==> src/rtl/alu_pkg.sv <==
// Shared definitions for the ALU issuer: opcodes, FSM encoding, default
// settle time, formatted response record and the opcode-to-selector mapping.
package alu_pkg;

   // Default number of clocks the external ALU is given to settle.
   localparam int unsigned SETTLE_CYCLES_DEF = 4;

   // Width of the settle down-counter.
   localparam int unsigned CNT_W = 8;

   // Request opcodes; the numeric values double as ALU selector codes.
   typedef enum logic [2:0] {
      OP_ADD  = 3'd0,
      OP_SUB  = 3'd1,
      OP_XOR  = 3'd2,
      OP_SLT  = 3'd3,
      OP_AND  = 3'd4,
      OP_NAND = 3'd5,
      OP_NOR  = 3'd6,
      OP_OR   = 3'd7
   } op_e;

   // Issuer FSM states.
   typedef enum logic [1:0] {
      ST_IDLE   = 2'd0,
      ST_SETTLE = 2'd1,
      ST_RESP   = 2'd2
   } state_e;

   // Final result and flags as presented on the response channel.
   typedef struct packed {
      logic [31:0] result;
      logic        carry;
      logic        over;
      logic        zero;
   } rsp_t;

   // The ALU has no compare mode: set-less-than is computed from a subtraction.
   function automatic op_e alu_sel_of(input op_e op);
      return (op == OP_SLT) ? OP_SUB : op;
   endfunction

endpackage

==> src/rtl/alu_issuer_if.sv <==
// Bundle of the request, ALU and response channels of the issuer.
// slave: the issuer's view. master: the environment (requester, ALU, consumer).
interface alu_issuer_if;

   // Request channel
   logic        req_valid;
   logic        req_ready;
   logic [31:0] req_a;
   logic [31:0] req_b;
   logic [2:0]  req_op;

   // ALU operand/selector outputs and ALU result inputs
   logic [31:0] alu_a;
   logic [31:0] alu_b;
   logic [2:0]  alu_sel;
   logic [31:0] alu_out;
   logic        alu_carry;
   logic        alu_over;
   logic        alu_zero;

   // Response channel
   logic        rsp_valid;
   logic        rsp_ready;
   logic [31:0] rsp_result;
   logic        rsp_carry;
   logic        rsp_over;
   logic        rsp_zero;

   // Status
   logic        busy;

   modport slave (
      input  req_valid, req_a, req_b, req_op,
      input  alu_out, alu_carry, alu_over, alu_zero,
      input  rsp_ready,
      output req_ready,
      output alu_a, alu_b, alu_sel,
      output rsp_valid, rsp_result, rsp_carry, rsp_over, rsp_zero,
      output busy
   );

   modport master (
      output req_valid, req_a, req_b, req_op,
      output alu_out, alu_carry, alu_over, alu_zero,
      output rsp_ready,
      input  req_ready,
      input  alu_a, alu_b, alu_sel,
      input  rsp_valid, rsp_result, rsp_carry, rsp_over, rsp_zero,
      input  busy
   );

endinterface

==> src/rtl/alu_result_fmt.sv <==
// Turns raw ALU outputs into the final response value for the latched opcode:
// arithmetic ops pass flags through, SLT reduces to 0/1, logic ops mask
// carry/overflow whatever the ALU reports.
module alu_result_fmt
   import alu_pkg::*;
(
   input  op_e         op,
   input  logic [31:0] alu_out,
   input  logic        alu_carry,
   input  logic        alu_over,
   input  logic        alu_zero,
   output rsp_t        fmt
);

   logic slt_bit;

   // Signed less-than from the subtraction: sign of the difference corrected by overflow.
   assign slt_bit = alu_out[31] ^ alu_over;

   // Per-opcode selection of result and flags.
   always_comb begin
      fmt.result = alu_out;
      fmt.carry  = 1'b0;
      fmt.over   = 1'b0;
      fmt.zero   = alu_zero;
      unique case (op)
         OP_ADD, OP_SUB: begin
            fmt.carry = alu_carry;
            fmt.over  = alu_over;
         end
         OP_SLT: begin
            fmt.result = {31'd0, slt_bit};
            fmt.zero   = ~slt_bit;
         end
         default: begin
            // Logic ops: result and zero from the ALU, carry/overflow forced low.
            fmt.result = alu_out;
         end
      endcase
   end

endmodule

==> src/rtl/alu_issuer.sv <==
// Single-outstanding ALU issuer: accepts one request, drives registered
// operands to an external combinational ALU, waits SETTLE_CYCLES clocks,
// captures the formatted result and holds it until the consumer takes it.
module alu_issuer
   import alu_pkg::*;
#(
   parameter int unsigned SETTLE_CYCLES = SETTLE_CYCLES_DEF
) (
   input  logic         clk,
   input  logic         reset_n,
   alu_issuer_if.slave  bus
);

   localparam logic [CNT_W-1:0] CNT_LOAD = CNT_W'(SETTLE_CYCLES - 1);

   state_e           state_q,   state_d;
   logic [CNT_W-1:0] cnt_q,     cnt_d;
   logic [31:0]      alu_a_q,   alu_a_d;
   logic [31:0]      alu_b_q,   alu_b_d;
   op_e              alu_sel_q, alu_sel_d;
   op_e              op_q,      op_d;
   logic             rsp_valid_q, rsp_valid_d;
   rsp_t             rsp_q,     rsp_d;

   rsp_t             fmt;
   logic             accept;

   // Formatting of the live ALU outputs under the latched opcode.
   alu_result_fmt u_fmt (
      .op        (op_q),
      .alu_out   (bus.alu_out),
      .alu_carry (bus.alu_carry),
      .alu_over  (bus.alu_over),
      .alu_zero  (bus.alu_zero),
      .fmt       (fmt)
   );

   // Ready only when idle and out of reset; requests outside IDLE are ignored.
   assign bus.req_ready = reset_n && (state_q == ST_IDLE);
   assign accept        = bus.req_valid && (state_q == ST_IDLE);

   // Next-state, counter, operand and response register logic.
   always_comb begin
      state_d     = state_q;
      cnt_d       = cnt_q;
      alu_a_d     = alu_a_q;
      alu_b_d     = alu_b_q;
      alu_sel_d   = alu_sel_q;
      op_d        = op_q;
      rsp_valid_d = rsp_valid_q;
      rsp_d       = rsp_q;
      unique case (state_q)
         ST_IDLE: begin
            if (accept) begin
               alu_a_d   = bus.req_a;
               alu_b_d   = bus.req_b;
               op_d      = op_e'(bus.req_op);
               alu_sel_d = alu_sel_of(op_e'(bus.req_op));
               cnt_d     = CNT_LOAD;
               state_d   = ST_SETTLE;
            end
         end
         ST_SETTLE: begin
            if (cnt_q == '0) begin
               rsp_d       = fmt;
               rsp_valid_d = 1'b1;
               state_d     = ST_RESP;
            end else begin
               cnt_d = cnt_q - 1'b1;
            end
         end
         ST_RESP: begin
            // Operands stay put here so the ALU outputs remain consistent until the handshake.
            if (bus.rsp_ready) begin
               rsp_valid_d = 1'b0;
               state_d     = ST_IDLE;
            end
         end
         default: begin
            state_d = ST_IDLE;
         end
      endcase
   end

   // State and datapath registers with asynchronous active-low reset.
   always_ff @(posedge clk or negedge reset_n) begin
      if (!reset_n) begin
         state_q     <= ST_IDLE;
         cnt_q       <= '0;
         alu_a_q     <= '0;
         alu_b_q     <= '0;
         alu_sel_q   <= OP_ADD;
         op_q        <= OP_ADD;
         rsp_valid_q <= 1'b0;
         rsp_q       <= '0;
      end else begin
         state_q     <= state_d;
         cnt_q       <= cnt_d;
         alu_a_q     <= alu_a_d;
         alu_b_q     <= alu_b_d;
         alu_sel_q   <= alu_sel_d;
         op_q        <= op_d;
         rsp_valid_q <= rsp_valid_d;
         rsp_q       <= rsp_d;
      end
   end

   assign bus.alu_a      = alu_a_q;
   assign bus.alu_b      = alu_b_q;
   assign bus.alu_sel    = alu_sel_q;
   assign bus.rsp_valid  = rsp_valid_q;
   assign bus.rsp_result = rsp_q.result;
   assign bus.rsp_carry  = rsp_q.carry;
   assign bus.rsp_over   = rsp_q.over;
   assign bus.rsp_zero   = rsp_q.zero;
   assign bus.busy       = (state_q != ST_IDLE);

endmodule

==> src/flat_wrapper.sv <==
// flat-port wrapper written by rule: the top's interface ports become plain ports
module alu_issuer_flat import alu_pkg::*;
#(
   parameter int unsigned SETTLE_CYCLES = SETTLE_CYCLES_DEF
)
  (clk, reset_n, bus_req_valid, bus_req_a, bus_req_b, bus_req_op, bus_alu_out, bus_alu_carry, bus_alu_over, bus_alu_zero, bus_rsp_ready, bus_req_ready, bus_alu_a, bus_alu_b, bus_alu_sel, bus_rsp_valid, bus_rsp_result, bus_rsp_carry, bus_rsp_over, bus_rsp_zero, bus_busy);
  alu_issuer_if bus_i ();
  input  logic clk;
  input  logic reset_n;
  input wire logic [$bits(bus_i.req_valid)-1:0] bus_req_valid;
  input wire logic [$bits(bus_i.req_a)-1:0] bus_req_a;
  input wire logic [$bits(bus_i.req_b)-1:0] bus_req_b;
  input wire logic [$bits(bus_i.req_op)-1:0] bus_req_op;
  input wire logic [$bits(bus_i.alu_out)-1:0] bus_alu_out;
  input wire logic [$bits(bus_i.alu_carry)-1:0] bus_alu_carry;
  input wire logic [$bits(bus_i.alu_over)-1:0] bus_alu_over;
  input wire logic [$bits(bus_i.alu_zero)-1:0] bus_alu_zero;
  input wire logic [$bits(bus_i.rsp_ready)-1:0] bus_rsp_ready;
  output wire logic [$bits(bus_i.req_ready)-1:0] bus_req_ready;
  output wire logic [$bits(bus_i.alu_a)-1:0] bus_alu_a;
  output wire logic [$bits(bus_i.alu_b)-1:0] bus_alu_b;
  output wire logic [$bits(bus_i.alu_sel)-1:0] bus_alu_sel;
  output wire logic [$bits(bus_i.rsp_valid)-1:0] bus_rsp_valid;
  output wire logic [$bits(bus_i.rsp_result)-1:0] bus_rsp_result;
  output wire logic [$bits(bus_i.rsp_carry)-1:0] bus_rsp_carry;
  output wire logic [$bits(bus_i.rsp_over)-1:0] bus_rsp_over;
  output wire logic [$bits(bus_i.rsp_zero)-1:0] bus_rsp_zero;
  output wire logic [$bits(bus_i.busy)-1:0] bus_busy;
  assign bus_i.req_valid = bus_req_valid;
  assign bus_i.req_a = bus_req_a;
  assign bus_i.req_b = bus_req_b;
  assign bus_i.req_op = bus_req_op;
  assign bus_i.alu_out = bus_alu_out;
  assign bus_i.alu_carry = bus_alu_carry;
  assign bus_i.alu_over = bus_alu_over;
  assign bus_i.alu_zero = bus_alu_zero;
  assign bus_i.rsp_ready = bus_rsp_ready;
  assign bus_req_ready = bus_i.req_ready;
  assign bus_alu_a = bus_i.alu_a;
  assign bus_alu_b = bus_i.alu_b;
  assign bus_alu_sel = bus_i.alu_sel;
  assign bus_rsp_valid = bus_i.rsp_valid;
  assign bus_rsp_result = bus_i.rsp_result;
  assign bus_rsp_carry = bus_i.rsp_carry;
  assign bus_rsp_over = bus_i.rsp_over;
  assign bus_rsp_zero = bus_i.rsp_zero;
  assign bus_busy = bus_i.busy;
  alu_issuer #(.SETTLE_CYCLES(SETTLE_CYCLES)) u_core (.clk(clk), .reset_n(reset_n), .bus(bus_i));
endmodule
==> config.mk <==
export PLATFORM = sky130hd
export DESIGN_NAME = alu_issuer_flat
export DESIGN_NICKNAME = d
export VERILOG_FILES = /design/src/rtl/alu_pkg.sv /design/src/rtl/alu_issuer_if.sv /design/src/rtl/alu_result_fmt.sv /design/src/rtl/alu_issuer.sv /design/src/flat_wrapper.sv
export SDC_FILE = /design/constraint.sdc
export NUM_CORES = 1
export LEC_CHECK = 0
export BUFFER_PORTS_ARGS = -buffer_cell sky130_fd_sc_hd__buf_2
export CELL_PAD_IN_SITES_DETAIL_PLACEMENT = 1
export CELL_PAD_IN_SITES_GLOBAL_PLACEMENT = 2
export CORE_MARGIN = 5
export CORE_UTILIZATION = 29
export CTS_CLUSTER_DIAMETER = 80
export CTS_CLUSTER_SIZE = 10
export DETAILED_ROUTE_END_ITERATION = 8
export PLACE_DENSITY = 0.84
export SYNTH_ARGS = -nofsm -noshare
export SYNTH_HDL_FRONTEND = slang
export SYNTH_SLANG_ARGS = --single-unit
==> constraint.sdc <==
create_clock -name clk -period 2.9 [get_ports clk]
set_input_delay 0.145 -clock clk [delete_from_list [all_inputs] [get_ports clk]]
set_output_delay 0.145 -clock clk [all_outputs]
set_load 0.005 [all_outputs]
==> qor.yml <==
outcome:
  status: "complete, no violations"
floorplan:
  initial_core_util_pct: 29.3
  die_w_um: 139
  ios: 211
  rows: 47
  die-area_um2: 19200
  die_h_um: 139
  coreArea_um2: 16400
worst_setup_path:
  ff2ff_path_depth: 6
  cp_data_arrival_time_ns: 2.64
  cp_max_fo: 17
  worstSetupEndpointType: "flop"
  cp.required_ns: 3.22
  crit_type: "reg2reg"
  start_kind: "flop"
cts:
  cts_setup_buffers: 0
  cts.sinks: 116
  cts_max_level: 4
  cts_tree: "yes"
  clk_transition_reported_paths_ns: 0.05
  cts_buffers: 17
  root_buffer: "clkbuf_16"
  clockBufferDepth: 2
  clk_latency_ns: 0.40
logic_synthesis:
  yosysWarningCount: 0
  synthFlopType: "dfrtp_1"
  syn-instance-count: 504
  synth_cell_types: 38
  synth_edf_count: 0
  yosys.area.top_type_share_pct: 60.5
  avgSynthCellArea_um2: 9.53
  synth_area_leaders: "dfrtp_1 (60%), nand2_1 (19%), mux2i_1 (7.3%)"
  syn_nets: 612
  synthesis.area_um2: 4800
  synth_area_leader_cell: "dfrtp_1"
  synth-seq-cells: 116
  yosysSeqAreaShare_pct: 60.5
  async_flop_share_pct: 100
sta:
  setup_violations: 0
  slew_headroom_pct: 43.1
  timing.final.crit_share_pct: 80.1
  hold_viol: 0
  worst_pin_slew_ns: 0.853
  max_freq_mhz: 430
  setup_tns_ns: 0
  clock_skew_ns: 0.00733
  period_minus_slack_ns: 2.32
  rsz0062_at_grt: "no"
  slew_viol_final: 0
pwr:
  combPwrFrac_pct: 34.6
  cellPowerDensity_nw_per_um2: 966
  switchingPower_mw: 2.60
  power.total_mw: 7.37
  pwr-share-seq_pct: 39.2
  p_clk_share_pct: 26.2
  vdd_drop_max_uv: 374
  leakagePower_nw: 4.13
  p_sw_share_pct: 35.3
  cellInternalPower_mw: 4.77
min_path:
  worstHoldPathType: "in2reg"
  hold_path_depth: 3
grt:
  grt_pass1_vias: 5252
  grt_pass1_wl_um: 28000
  antenna_found_initial: 0
  grtUsageTotal_pct: 18.0
  grt_max_degree: 63
  overflow: 0
drt:
  wirelength_um: 17100
  drtPass1Iterations: 4
  vias: 4651
  post_drt_wl_per_cell_um: 16.3
  drc: 0
  drtAntennaViolNets: 0
  via_per_inst: 4.45
  initialDrtViolationCount: 122
cells_and_area:
  area_growth_pct: 58.8
  final_util_pct: 46.5
  antenna_cells: 0
  drive_gt1_share_pct: 31.3
  layout.nets: 921
  stdcell_area_um2: 7630
flow_run:
  max_cap_viol_count: 0
placement:
  dpl_cell_area_um2: 6120
  hpwlAfterDp_um: 10900
  port_buffers: 210
  gp_congestion: 0.771
path summary, 6_finish.rpt:
kind,from,endpoint,slack (ns)
worst min register to register,u_core.bus.alu_b[25],u_core.bus.alu_b[25],0.47
max in group asynchronous,reset_n,u_core.bus.alu_b[10],1.84
worst max register to register,u_core.cnt_q[0],u_core.bus.rsp_result[30],0.58
worst max-delay path,u_core.cnt_q[0],u_core.bus.rsp_result[30],0.58
min in group asynchronous,reset_n,u_core.state_q[0],0.49
worst min-delay path,bus_alu_out[26],u_core.bus.rsp_result[26],0.03
critical path, cell delays in order (launching register included):
cell	delay (ns)
dfrtp_1	0.39
inv_1	0.12
ha_1	0.20
nor3b_1	0.45
and3_2	0.61
buf_12	0.24
mux2i_1	0.21
synthesized netlist by cell type (3+ instances only):
master / instances
buf_2: 3
buf_4: 3
clkbuf_1: 18
dfrtp_1: 116
inv_1: 36
mux2_1: 4
mux2i_1: 35
nand2_1: 237
nor2_1: 4
nor3b_1: 4
o21ai_0: 8
placed cells by master, fill, tap and decap left out, types with 4 or more instances in the layout:
cell type and n:
mux2_1 4, dlygate4sd3_1 96, dfrtp_1 116, inv_1 36, nor3b_1 4, nor2_1 4, clkinv_2 6, nand2_1 237
buf_4 8, mux2i_1 35, buf_2 209, o21ai_0 8, clkbuf_16 17
logic make-up after synthesis:
family	share of synthesized area, %
muxes	8.47
buffers and inverters	5.08
xor gates and xnor gates	0.182
adders and majority gates	0.521
and+or+nand+nor	22.5
AOI/OAI and AO/OA	2.79
DFF	60.5
power groups by stage:
stage	combinational [mW]	sequential [mW]	clock (mW)
2_1_floorplan	1.18	2.86	0
3_3_place_gp	2.33	2.84	0
3_5_place_dp	2.46	2.88	0
4_1_cts	2.56	2.88	1.99
5_1_grt	2.89	2.99	2.09
6_report	2.55	2.89	1.93
stage by stage:
stage	std cells	hold WS [ns]	setup WS [ns]
floorplan	504	-0.151	1.10
global placement	918	0.335	0.706
global route	1045	0.0253	0.397
CTS	1045	0.0131	0.578
detailed placement	918	0.342	0.609
finish	1045	0.0295	0.577
flip-flops by register name (all words and copies together) (netlist names):
signal and flops:
u_core.bus.rsp_valid 1, u_core.bus.rsp_over 1, u_core.bus.rsp_result 32, u_core.bus.alu_sel 3, u_core.bus.alu_a 32, u_core.cnt_q 8
u_core.state_q 2, u_core.op_q 3, u_core.bus.rsp_zero 1, u_core.bus.alu_b 32, u_core.bus.rsp_carry 1
repair_timing:
| action | 4_1_cts | 5_1_grt |
|---|---|---|
| endpoints found under the hold margin | 212 | 0 |
| endpoints found under the setup margin | 0 | 0 |
| hold buffers | 96 | 0 |
| gates resized for setup | 0 | 0 |
layout make-up:
type	instances	area [µm²]
Fill cell	1903	8780
Sequential cell	116	2900
Timing Repair Buffer	315	2110
Multi-Input combinational cell	327	1660
Clock buffer	21	460
Tap cell	220	275
Inverter	36	135
Clock inverter	10	83.8
metal layers:
metal  share of wire, %  track usage, %  wire length (µm)
met4                1.7            5.87               286
met2                 50            31.1              8460
met3                7.5            6.62              1280
met1                 41            20.9              7050
met5                  0               0                 0
(Power assumes the default switching activity.)
